[config.mk]
export PLATFORM = sky130hd
export DESIGN_NAME = frame_scheduler_flat
export DESIGN_NICKNAME = d
export VERILOG_FILES = /design/src/rtl/flexemg_sched_pkg.sv /design/src/rtl/frame_scheduler_if.sv /design/src/rtl/period_timer.sv /design/src/rtl/frame_scheduler.sv /design/src/flat_wrapper.sv
export SDC_FILE = /design/constraint.sdc
export NUM_CORES = 1
export LEC_CHECK = 0
export CORE_MARGIN = 4
export CORE_UTILIZATION = 50
export DETAILED_ROUTE_END_ITERATION = 16
export GPL_TIMING_DRIVEN = 0
export MAX_ROUTING_LAYER = met4
export PLACE_DENSITY = 0.87
export SLEW_MARGIN = 20
export SYNTH_ARGS = -nofsm -noshare
export SYNTH_HDL_FRONTEND = slang
export SYNTH_SLANG_ARGS = --single-unit
[constraint.sdc]
create_clock -name clk -period 5.4 [get_ports clk]
set_clock_uncertainty 0.1 [all_clocks]
set_input_delay 1.08 -clock clk [delete_from_list [all_inputs] [get_ports clk]]
set_output_delay 1.08 -clock clk [all_outputs]
set_load 0.01 [all_outputs]
[src/rtl/flexemg_sched_pkg.sv]
// rtl/flexemg_sched_pkg.sv - shared state encoding, debug field width and defaults for frame_scheduler
package flexemg_sched_pkg;

    localparam int STATE_W         = 4;
    localparam int DEF_TIMEOUT_CYC = 4096;

    typedef enum logic [STATE_W-1:0] {
        ST_IDLE     = 4'd0,
        ST_ARM      = 4'd1,
        ST_WAIT_RDY = 4'd2,
        ST_PACK     = 4'd3
    } sched_state_t;

    function automatic logic [7:0] sat_inc8(input logic [7:0] v);
        return (v == 8'hFF) ? v : v + 8'd1;
    endfunction

endpackage

[src/rtl/frame_scheduler_if.sv]
// rtl/frame_scheduler_if.sv - conversion-start / frame-ready / packetiser handshake bundle
interface frame_scheduler_if;

    logic frame_req_n0;
    logic frame_req_n1;
    logic acc_sample_req;
    logic adc_frame_rdy_n0;
    logic adc_frame_rdy_n1;
    logic pdma_en;
    logic pdma_done_irq_req;

    modport master (
        output frame_req_n0, frame_req_n1, acc_sample_req, pdma_en,
        input  adc_frame_rdy_n0, adc_frame_rdy_n1, pdma_done_irq_req
    );

    modport slave (
        input  frame_req_n0, frame_req_n1, acc_sample_req, pdma_en,
        output adc_frame_rdy_n0, adc_frame_rdy_n1, pdma_done_irq_req
    );

endinterface

[src/rtl/period_timer.sv]
// rtl/period_timer.sv - free-running frame period counter producing a one-cycle tick
module period_timer #(
    parameter int PERIOD_W = 16
) (
    input  logic                clk,
    input  logic                rstb,
    input  logic                en,
    input  logic [PERIOD_W-1:0] period,
    output logic                tick
);

    logic [PERIOD_W-1:0] cnt;

    // >= rather than == so a period shrunk below the running count still ticks promptly
    assign tick = en && (period != '0) && (cnt >= period);

    always_ff @(posedge clk or negedge rstb) begin
        if (!rstb) begin
            cnt <= '0;
        end else if (!en || tick || (period == '0)) begin
            cnt <= '0;
        end else begin
            cnt <= cnt + PERIOD_W'(1);
        end
    end

endmodule

[src/rtl/frame_scheduler.sv]
// rtl/frame_scheduler.sv - periodic ADC/accelerometer acquisition and packet scheduler; FRAME_SCHED_WDT_EN adds a WAIT_RDY watchdog
module frame_scheduler
    import flexemg_sched_pkg::*;
#(
    parameter int PERIOD_W       = 16,
    parameter int TIMEOUT_CYC    = DEF_TIMEOUT_CYC,
    parameter int DEBUG_BUS_SIZE = 4
) (
    input  logic                      clk,
    input  logic                      rstb,
    input  logic                      sched_en,
    input  logic [PERIOD_W-1:0]       period,
    frame_scheduler_if.master         bus,
    output logic [15:0]               frame_cnt,
    output logic [7:0]                overrun_cnt,
    output logic [7:0]                timeout_cnt,
    output logic                      busy,
    output logic [DEBUG_BUS_SIZE-1:0] debug
);

    sched_state_t state, nxt;
    logic tick;
    logic lat0, lat1;
    logic rdy0_seen, rdy1_seen, both_rdy;
    logic timeout;
    logic frame_inc, overrun_inc, timeout_inc;

    period_timer #(.PERIOD_W(PERIOD_W)) u_timer (
        .clk    (clk),
        .rstb   (rstb),
        .en     (sched_en),
        .period (period),
        .tick   (tick)
    );

    // a pulse arriving in the same cycle counts as latched, so PACK follows the last ready by one cycle
    assign rdy0_seen = lat0 | bus.adc_frame_rdy_n0;
    assign rdy1_seen = lat1 | bus.adc_frame_rdy_n1;
    assign both_rdy  = rdy0_seen & rdy1_seen;

    always_ff @(posedge clk or negedge rstb) begin
        if (!rstb) begin
            lat0 <= 1'b0;
            lat1 <= 1'b0;
        end else if (state == ST_WAIT_RDY) begin
            lat0 <= rdy0_seen;
            lat1 <= rdy1_seen;
        end else begin
            lat0 <= 1'b0;
            lat1 <= 1'b0;
        end
    end

`ifdef FRAME_SCHED_WDT_EN
    localparam int WDT_W = $clog2(TIMEOUT_CYC + 1);
    logic [WDT_W-1:0] wdt_cnt;

    always_ff @(posedge clk or negedge rstb) begin
        if (!rstb) begin
            wdt_cnt <= '0;
        end else if (state == ST_WAIT_RDY) begin
            wdt_cnt <= wdt_cnt + WDT_W'(1);
        end else begin
            wdt_cnt <= '0;
        end
    end

    assign timeout = (state == ST_WAIT_RDY) && (wdt_cnt == WDT_W'(TIMEOUT_CYC - 1));

    always_ff @(posedge clk or negedge rstb) begin
        if (!rstb) begin
            timeout_cnt <= '0;
        end else if (timeout_inc) begin
            timeout_cnt <= sat_inc8(timeout_cnt);
        end
    end
`else
    assign timeout     = 1'b0;
    assign timeout_cnt = '0;
`endif

    always_ff @(posedge clk or negedge rstb) begin
        if (!rstb) begin
            state <= ST_IDLE;
        end else begin
            state <= nxt;
        end
    end

    always_comb begin
        nxt                = state;
        frame_inc          = 1'b0;
        overrun_inc        = 1'b0;
        timeout_inc        = 1'b0;
        bus.frame_req_n0   = 1'b0;
        bus.frame_req_n1   = 1'b0;
        bus.acc_sample_req = 1'b0;
        bus.pdma_en        = 1'b0;
        busy               = 1'b1;
        case (state)
            ST_IDLE: begin
                busy = 1'b0;
                if (tick) nxt = ST_ARM;
            end
            ST_ARM: begin
                bus.frame_req_n0   = 1'b1;
                bus.frame_req_n1   = 1'b1;
                bus.acc_sample_req = 1'b1;
                overrun_inc        = tick;
                nxt                = sched_en ? ST_WAIT_RDY : ST_IDLE;
            end
            ST_WAIT_RDY: begin
                overrun_inc = tick;
                if (!sched_en) begin
                    nxt = ST_IDLE;
                end else if (both_rdy) begin
                    nxt = ST_PACK;
                end else if (timeout) begin
                    nxt         = ST_IDLE;
                    timeout_inc = 1'b1;
                end
            end
            ST_PACK: begin
                bus.pdma_en = 1'b1;
                // a tick landing on the completion cycle starts the next frame rather than being dropped
                if (bus.pdma_done_irq_req) begin
                    frame_inc = 1'b1;
                    nxt       = tick ? ST_ARM : ST_IDLE;
                end else begin
                    overrun_inc = tick;
                end
            end
            default: begin
                nxt = ST_IDLE;
            end
        endcase
    end

    always_ff @(posedge clk or negedge rstb) begin
        if (!rstb) begin
            frame_cnt   <= '0;
            overrun_cnt <= '0;
        end else begin
            if (frame_inc)   frame_cnt   <= frame_cnt + 16'd1;
            if (overrun_inc) overrun_cnt <= sat_inc8(overrun_cnt);
        end
    end

    generate
        if (DEBUG_BUS_SIZE > STATE_W) begin : g_dbg_wide
            assign debug = {{(DEBUG_BUS_SIZE-STATE_W){1'b0}}, state};
        end else begin : g_dbg_narrow
            assign debug = state[DEBUG_BUS_SIZE-1:0];
        end
    endgenerate

endmodule
[src/flat_wrapper.sv]
// flat-port wrapper written by rule: the top's interface ports become plain ports
module frame_scheduler_flat import flexemg_sched_pkg::*;
#(
    parameter int PERIOD_W       = 16,
    parameter int TIMEOUT_CYC    = DEF_TIMEOUT_CYC,
    parameter int DEBUG_BUS_SIZE = 4
)
  (clk, rstb, sched_en, period, frame_cnt, overrun_cnt, timeout_cnt, busy, debug, bus_frame_req_n0, bus_frame_req_n1, bus_acc_sample_req, bus_pdma_en, bus_adc_frame_rdy_n0, bus_adc_frame_rdy_n1, bus_pdma_done_irq_req);
  frame_scheduler_if bus_i ();
  input  logic clk;
  input  logic rstb;
  input  logic sched_en;
  input  logic [PERIOD_W-1:0] period;
  output logic [15:0] frame_cnt;
  output logic [7:0] overrun_cnt;
  output logic [7:0] timeout_cnt;
  output logic busy;
  output logic [DEBUG_BUS_SIZE-1:0] debug;
  output wire logic [$bits(bus_i.frame_req_n0)-1:0] bus_frame_req_n0;
  output wire logic [$bits(bus_i.frame_req_n1)-1:0] bus_frame_req_n1;
  output wire logic [$bits(bus_i.acc_sample_req)-1:0] bus_acc_sample_req;
  output wire logic [$bits(bus_i.pdma_en)-1:0] bus_pdma_en;
  input wire logic [$bits(bus_i.adc_frame_rdy_n0)-1:0] bus_adc_frame_rdy_n0;
  input wire logic [$bits(bus_i.adc_frame_rdy_n1)-1:0] bus_adc_frame_rdy_n1;
  input wire logic [$bits(bus_i.pdma_done_irq_req)-1:0] bus_pdma_done_irq_req;
  assign bus_frame_req_n0 = bus_i.frame_req_n0;
  assign bus_frame_req_n1 = bus_i.frame_req_n1;
  assign bus_acc_sample_req = bus_i.acc_sample_req;
  assign bus_pdma_en = bus_i.pdma_en;
  assign bus_i.adc_frame_rdy_n0 = bus_adc_frame_rdy_n0;
  assign bus_i.adc_frame_rdy_n1 = bus_adc_frame_rdy_n1;
  assign bus_i.pdma_done_irq_req = bus_pdma_done_irq_req;
  frame_scheduler #(.PERIOD_W(PERIOD_W), .TIMEOUT_CYC(TIMEOUT_CYC), .DEBUG_BUS_SIZE(DEBUG_BUS_SIZE)) u_core (.clk(clk), .rstb(rstb), .sched_en(sched_en), .period(period), .bus(bus_i), .frame_cnt(frame_cnt), .overrun_cnt(overrun_cnt), .timeout_cnt(timeout_cnt), .busy(busy), .debug(debug));
endmodule
==> impl_metrics.env, run 1 <==
export IMPL_fin_total_pwr_uw=859
export IMPL_routedWlPerCell_um=13.4
export IMPL_yosys_area_share_simple=0.204
export IMPL_drc=0
export IMPL_synth_xor_area_share=0.112
export IMPL_rows=26
export IMPL_synthAdderAreaFrac=0.105
export IMPL_clockPowerShare=0.282
export IMPL_holdWs_ps=386
export IMPL_drtIter0Drc=86
export IMPL_max_freq_ghz=0.296
export IMPL_synth_seq_area_share=0.402
export IMPL_synth_top_family_by_area="simple AND/OR/NAND/NOR gates"
export IMPL_muxShareOfSynthArea=0.0132
export IMPL_vias=2069
export IMPL_hold_path_startpoint="u_core.frame_cnt[15]$_DFFE_PN0P_"
export IMPL_r2r_cells=9
export IMPL_final_setup_tns_ps=0
export IMPL_ff2ff_setup_slack_ps=2890
export IMPL_cts_inserted_buffers=5
export IMPL_path_delay_family="compound AO/OA/AOI/OAI gates"
export IMPL_r2r_start="u_core.u_timer.cnt[6]$_DFF_PN0_"
export IMPL_synth_top_area_frac=0.402
export IMPL_crit_slowest_cell="clkdlybuf4s50_1"
export IMPL_antenna_found_initial=0
export IMPL_cp_arrival_ps=3510
export IMPL_synth_seq_cells=44
export IMPL_synth_area_leaders="dfrtp_1 (40%), ha_1 (11%), xnor2_1 (7.0%)"
export IMPL_path_cells="clkdlybuf4s50_1 -> inv_1 -> ha_1 -> a21o_1 -> a211oi_1 -> o21a_1 -> o211ai_4 -> or2_1 -> buf_6 -> buf_12 -> nor2_4"
export IMPL_n_antenna_cell=0
export IMPL_final_layout_size_suffix_gt1_frac=0.131
export IMPL_fp_dieW_um=82.0
export IMPL_max_cap_violations=0
export IMPL_mostFrequentLayoutCells="clkdlybuf4s50_1 (51), dfrtp_1 (44), inv_1 (24)"
export IMPL_syn_inst=267
export IMPL_dp_hpwl_mm=4.38
export IMPL_clockBufferDepth=2
export IMPL_dieArea_mm2=0.00673
export IMPL_fillers=432
export IMPL_whs_endpoint="u_core.frame_cnt[15]$_DFFE_PN0P_"
export IMPL_period_needed_ps=3380
export IMPL_setup_viol=0
export IMPL_first_pass_iters=4
export IMPL_final_area_mm2=0.00351
export IMPL_internal_power_uw=618
export IMPL_clk_pin_slew_worst_paths_ps=80
export IMPL_post_cts_resized=0
export IMPL_drv_slew=0
export IMPL_rsz0062_at_grt="no"
export IMPL_cp_depth=11
export IMPL_root_buffer="clkbuf_8"
export IMPL_synth_warnings=0
export IMPL_grt_pass1_vias=2154
export IMPL_sequentialPowerShare=0.435
export IMPL_syn_area_mm2=0.00274
export IMPL_whs_path_depth=1
export IMPL_synth_area_leader_cell="dfrtp_1"
export IMPL_area_growth_pct=28.2
export IMPL_synth_ff_type="dfrtp_1"
export IMPL_dp_cells=399
export IMPL_switching_share=0.280
export IMPL_power_leakage_uw=0.00166
export IMPL_cp_slowest_stage_delay_ps=480
export IMPL_async_flop_share=1.00
export IMPL_htreeDepth=2
export IMPL_regArea_mm2=0.00110
export IMPL_crit_buf_inv=4
export IMPL_critPathKind="in2reg"
export IMPL_final_common_cell="clkdlybuf4s50_1"
export IMPL_worst_ir_drop_vdd_v=0.000184
export IMPL_synth_compound_area_frac=0.0831
export IMPL_final_cells=407
export IMPL_synth_edf_count=0
export IMPL_gr_usage_all_layers=0.186
export IMPL_p_sw_uw=241
export IMPL_via_per_inst=5.08
export IMPL_finalCritPeriodShare=0.626
export IMPL_cts_sinks=44
export IMPL_holdCritPathClass="reg2reg"
export IMPL_comb_power_share=0.283
export IMPL_gp_congestion=0.849
export IMPL_insertion_delay_ps=290
export IMPL_status="complete, no violations"
export IMPL_required_ps=5530
export IMPL_synth_cell_types=45
export IMPL_fin_nets=381
export IMPL_die_h_um=82.0
export IMPL_portBuffers=52
export IMPL_cts_tree="yes"
export IMPL_ant_nets=0
export IMPL_worstPathMaxFanout=10
export IMPL_cts_setup_buffers=0
export IMPL_syn_avg_cell_area_um2=10.3
export IMPL_totalWireLength_mm=5.45
export IMPL_r2r_end="u_core.u_timer.cnt[11]$_DFF_PN0_"
export IMPL_finalHoldViolCount=0
export IMPL_end_kind="register"
export IMPL_io_pins=63
export IMPL_grt_max_degree=24
export IMPL_startpoint_type="input pin"
export IMPL_cts_hold_buf=0
export IMPL_multi_input_area_mm2=0.00145
export IMPL_grt_first_pass_wirelength_mm=9.43
export IMPL_postPlaceCellArea_mm2=0.00340
export IMPL_coreArea_mm2=0.00520
export IMPL_worstMarginPinSlew_ps=534
export IMPL_overflow=0
export IMPL_relSlewSlack=0.644
export IMPL_initial_core_util=0.526
export IMPL_power_density_mw_per_mm2=245
cell type report:
class	count	share of cell area
Clock inverter	2	0.00998
Multi-Input combinational cell	192	0.414
Inverter	25	0.0267
Buffer	15	0.0356
Tap cell	70	0.0249
Timing Repair Buffer	53	0.155
Clock buffer	6	0.0207
Sequential cell	44	0.314
Yosys cell counts, types with 2 or more instances:
master      n
a21oi_1     6
and3_1      8
and4_1      2
buf_4      12
dfrtp_1    44
ha_1       23
inv_1      24
nand2_1    12
nand3_1    19
nand4_1     7
nor2_1     19
nor2_2      2
nor2_4      8
nor2b_1     2
nor3_1      6
o2111ai_1   2
o21a_1      4
o21ai_0     5
or4_1       2
or4_4       2
xnor2_1    22
xor2_1     13
power groups by stage:
stage | registers [uW] | clock network [uW] | logic, uW
after CTS | 373 | 251 | 246
after global routing | 377 | 266 | 271
final | 373 | 243 | 243
after global placement | 379 | 0 | 236
after detailed placement | 379 | 0 | 244
after floorplan | 383 | 0 | 125
kinds of logic after synthesis:
| family | count (synthesis) |
|---|---|
| buf+inv | 40 |
| compound gates | 26 |
| simple gates | 95 |
| other cells | 1 |
| xor+xnor | 35 |
| fa+ha+maj | 23 |
| flops | 44 |
| mux | 3 |
worst max-delay path by stage:
stage	from	to	slack [ps]
global placement	period[13]	u_core.u_timer.cnt[11]$_DFF_PN0_	1810
global route	period[13]	u_core.u_timer.cnt[13]$_DFF_PN0_	1910
CTS	period[6]	u_core.u_timer.cnt[11]$_DFF_PN0_	2020
floorplan	period[0]	u_core.u_timer.cnt[11]$_DFF_PN0_	2450
finish	period[6]	u_core.u_timer.cnt[11]$_DFF_PN0_	2020
detailed placement	period[6]	u_core.u_timer.cnt[14]$_DFF_PN0_	1720
routing by layer:
metal	vias to the layer above	GRT usage	wire length (um)
met5	-	-	0
met4	0	0.0532	83
met3	8	0.0461	341
met2	59	0.292	2470
met1	974	0.238	2560
li1	1028	-	-
state kept, by name, summed over array words and instances (netlist names):
register	cells
u_core.lat1	1
u_core.lat0	1
u_core.frame_cnt	16
u_core.overrun_cnt	8
u_core.u_timer.cnt	16
u_core.debug	2
metrics by stage:
step,worst slack [ps],utilization
detailed placement,1720,0.654
global placement,1810,0.650
CTS,2020,0.675
floorplan,2450,-
global route,1910,0.675
finish,2020,0.675
Power figures use the tool's default switching activity.
==> run 2: changes to the inputs <==
clock period = 3.35 ns   (was 5.4 ns; I/O delays follow)
==> results of run 2 <==
Same layout as run 1 (identical final DEF). Status: complete, no violations.
Among the figures that moved: setup slack after placement 1720 ps -> 75.0 ps; setup slack after layout 2020 ps -> 378 ps; hold slack 386 ps -> 251 ps; register-to-register setup slack 2890 ps -> 840 ps; total power 859 uW -> 1380 uW; worst IR drop on VDD 0.000184 V -> 0.000297 V
==> run 3: changes to the inputs <==
CAP_MARGIN = 30   (was not set)
PLACE_DENSITY = not set   (was 0.87)
PLACE_DENSITY_LB_ADDON = 0.3   (was not set)
==> run 3 against run 2 <==
Combinational power down 2%. Design area up 0.18%. Clock power up 9.0%. Global-route usage down 0.58 points. Largest power group unchanged. Power up 1.9%. Core utilization up 0.12 points. Count of clock-buffer cells in the layout unchanged. Worst hold slack worse by 18 ps. Via count down 1.4%. First-iteration DRC count down 14%. Register-to-register slack about the same. Largest cell class unchanged. Setup slack better by 54 ps.
==> impl_metrics.env, run 3 (synthesis gave the netlist of run 1 again) <==
export IMPL_final_setup_tns_ps=0
export IMPL_fin_nets=381
export IMPL_power_density_mw_per_mm2=401
export IMPL_crit_buf_inv=4
export IMPL_fp_dieW_um=82.0
export IMPL_rsz0062_at_grt="no"
export IMPL_cts_tree="yes"
export IMPL_gp_congestion=0.805
export IMPL_first_pass_iters=4
export IMPL_path_cells="clkdlybuf4s50_1 -> inv_1 -> ha_1 -> a21o_1 -> a211oi_1 -> o21a_1 -> o211ai_4 -> or2_1 -> buf_6 -> buf_12 -> nor2_4"
export IMPL_power_leakage_uw=0.00166
export IMPL_area_growth_pct=28.4
export IMPL_htreeDepth=2
export IMPL_initial_core_util=0.526
export IMPL_finalHoldViolCount=0
export IMPL_reg_top3="u_core.frame_cnt: 16 flops, u_core.u_timer.cnt: 16 flops, u_core.overrun_cnt: 8 flops"
export IMPL_final_area_mm2=0.00352
export IMPL_die_h_um=82.0
export IMPL_cp_slowest_stage_delay_ps=500
export IMPL_vias=2039
export IMPL_grt_first_pass_wirelength_mm=9.09
export IMPL_drtIter0Drc=74
export IMPL_path_delay_family="compound AO/OA/AOI/OAI gates"
export IMPL_mostFrequentLayoutCells="clkdlybuf4s50_1 (51), dfrtp_1 (44), inv_1 (24)"
export IMPL_postPlaceCellArea_mm2=0.00340
export IMPL_fillers=437
export IMPL_drc=0
export IMPL_grt_pass1_vias=2066
export IMPL_ant_nets=0
export IMPL_cts_hold_buf=0
export IMPL_worstPathMaxFanout=10
export IMPL_totalWireLength_mm=5.44
export IMPL_antenna_found_initial=0
export IMPL_overflow=0
export IMPL_max_freq_ghz=0.343
export IMPL_finalCritPeriodShare=0.871
export IMPL_gr_usage_all_layers=0.180
export IMPL_root_buffer="clkbuf_8"
export IMPL_dp_hpwl_mm=4.20
export IMPL_relSlewSlack=0.650
export IMPL_cp_arrival_ps=3050
export IMPL_startpoint_type="input pin"
export IMPL_holdCritPathClass="in2async"
export IMPL_worst_ir_drop_vdd_v=0.000264
export IMPL_cts_inserted_buffers=5
export IMPL_cts_sinks=44
export IMPL_final_layout_size_suffix_gt1_frac=0.134
export IMPL_grt_max_degree=27
export IMPL_coreArea_mm2=0.00520
export IMPL_rows=26
export IMPL_status="complete, no violations"
export IMPL_via_per_inst=5.01
export IMPL_max_cap_violations=0
export IMPL_worstMarginPinSlew_ps=521
export IMPL_portBuffers=52
export IMPL_period_needed_ps=2920
export IMPL_dieArea_mm2=0.00673
export IMPL_clk_pin_slew_worst_paths_ps=80
export IMPL_n_antenna_cell=0
export IMPL_cts_setup_buffers=0
export IMPL_critPathKind="in2reg"
export IMPL_post_cts_resized=0
export IMPL_crit_slowest_cell="clkdlybuf4s50_1"
export IMPL_insertion_delay_ps=290
export IMPL_setup_viol=0
export IMPL_clockBufferDepth=2
export IMPL_final_common_cell="clkdlybuf4s50_1"
export IMPL_end_kind="register"
export IMPL_drv_slew=0
export IMPL_io_pins=63
export IMPL_required_ps=3480
export IMPL_routedWlPerCell_um=13.4
[run 3: cell types whose count changed in the layout (fill, tap and decap cells not counted)]
cell	delta
buf_16	-1
clkbuf_8	+1
clkinv_4	+1
clkinv_2	-1
clkbuf_1	-1
buf_12	+1
[run 3: report_power, final]
| group | internal, uW | leakage [uW] | switching [uW] |
|---|---|---|---|
| clock | 244 | 0.0000614 | 182 |
| sequential | 564 | 0.000595 | 35.8 |
| combinational | 210 | 0.00101 | 175 |
[run 3: metal layers]
| layer | vias to the layer above | track usage | share of wire |
|---|---|---|---|
| li1 | 1024 | - | - |
| met1 | 965 | 0.232 | 0.49 |
| met2 | 46 | 0.294 | 0.46 |
| met3 | 4 | 0.0329 | 0.048 |
| met4 | 0 | 0.0449 | 0.0072 |
| met5 | - | - | 0 |
[run 3: path summary, 6_finish.rpt]
path | from | cells after the start | slack [ps] | end
setup / recovery | period[6] | 11 | 430 | u_core.u_timer.cnt[13]$_DFF_PN0_
max in group asynchronous | rstb | 2 | 2420 | u_core.overrun_cnt[3]$_DFFE_PN0P_
hold reg to reg | u_core.frame_cnt[15]$_DFFE_PN0P_ | 1 | 380 | u_core.frame_cnt[15]$_DFFE_PN0P_
setup reg to reg | u_core.u_timer.cnt[0]$_DFF_PN0_ | 10 | 840 | u_core.u_timer.cnt[13]$_DFF_PN0_
min in group clk | u_core.frame_cnt[15]$_DFFE_PN0P_ | 1 | 380 | u_core.frame_cnt[15]$_DFFE_PN0P_
hold / removal | rstb | 1 | 230 | u_core.frame_cnt[12]$_DFFE_PN0P_
[run 3: final cells by class]
type                    instances  area, um^2  area share
inverters                      25        93.8      0.0267
repair buffers                 53         536       0.152
well taps                      70        87.6      0.0249
clock buffers                   6        82.6      0.0235
flip-flops and latches         44        1100       0.313
multi-input cells             192        1450       0.413
clock inverters                 2        38.8      0.0110
plain buffers                  15         125      0.0356
[run 3: metrics by stage]
step	cells	total power (uW)	hold WS [ps]	setup WS, ps	util
after floorplan	276	818	274	806	-
after global placement	398	984	361	158	0.650
after detailed placement	399	997	370	134	0.653
after CTS	407	1430	239	435	0.676
after global routing	407	1500	253	299	0.676
final	407	1410	233	432	0.676
[run 3: worst reg2reg max path: stages (launching register included)]
cell and delay [ps]:
dfrtp_1 450, inv_1 80, ha_1 270, nand2b_4 150
a2111oi_4 340, o21a_1 250, o211ai_4 170, or2_1 270
buf_6 140, buf_12 160, nor2_4 100
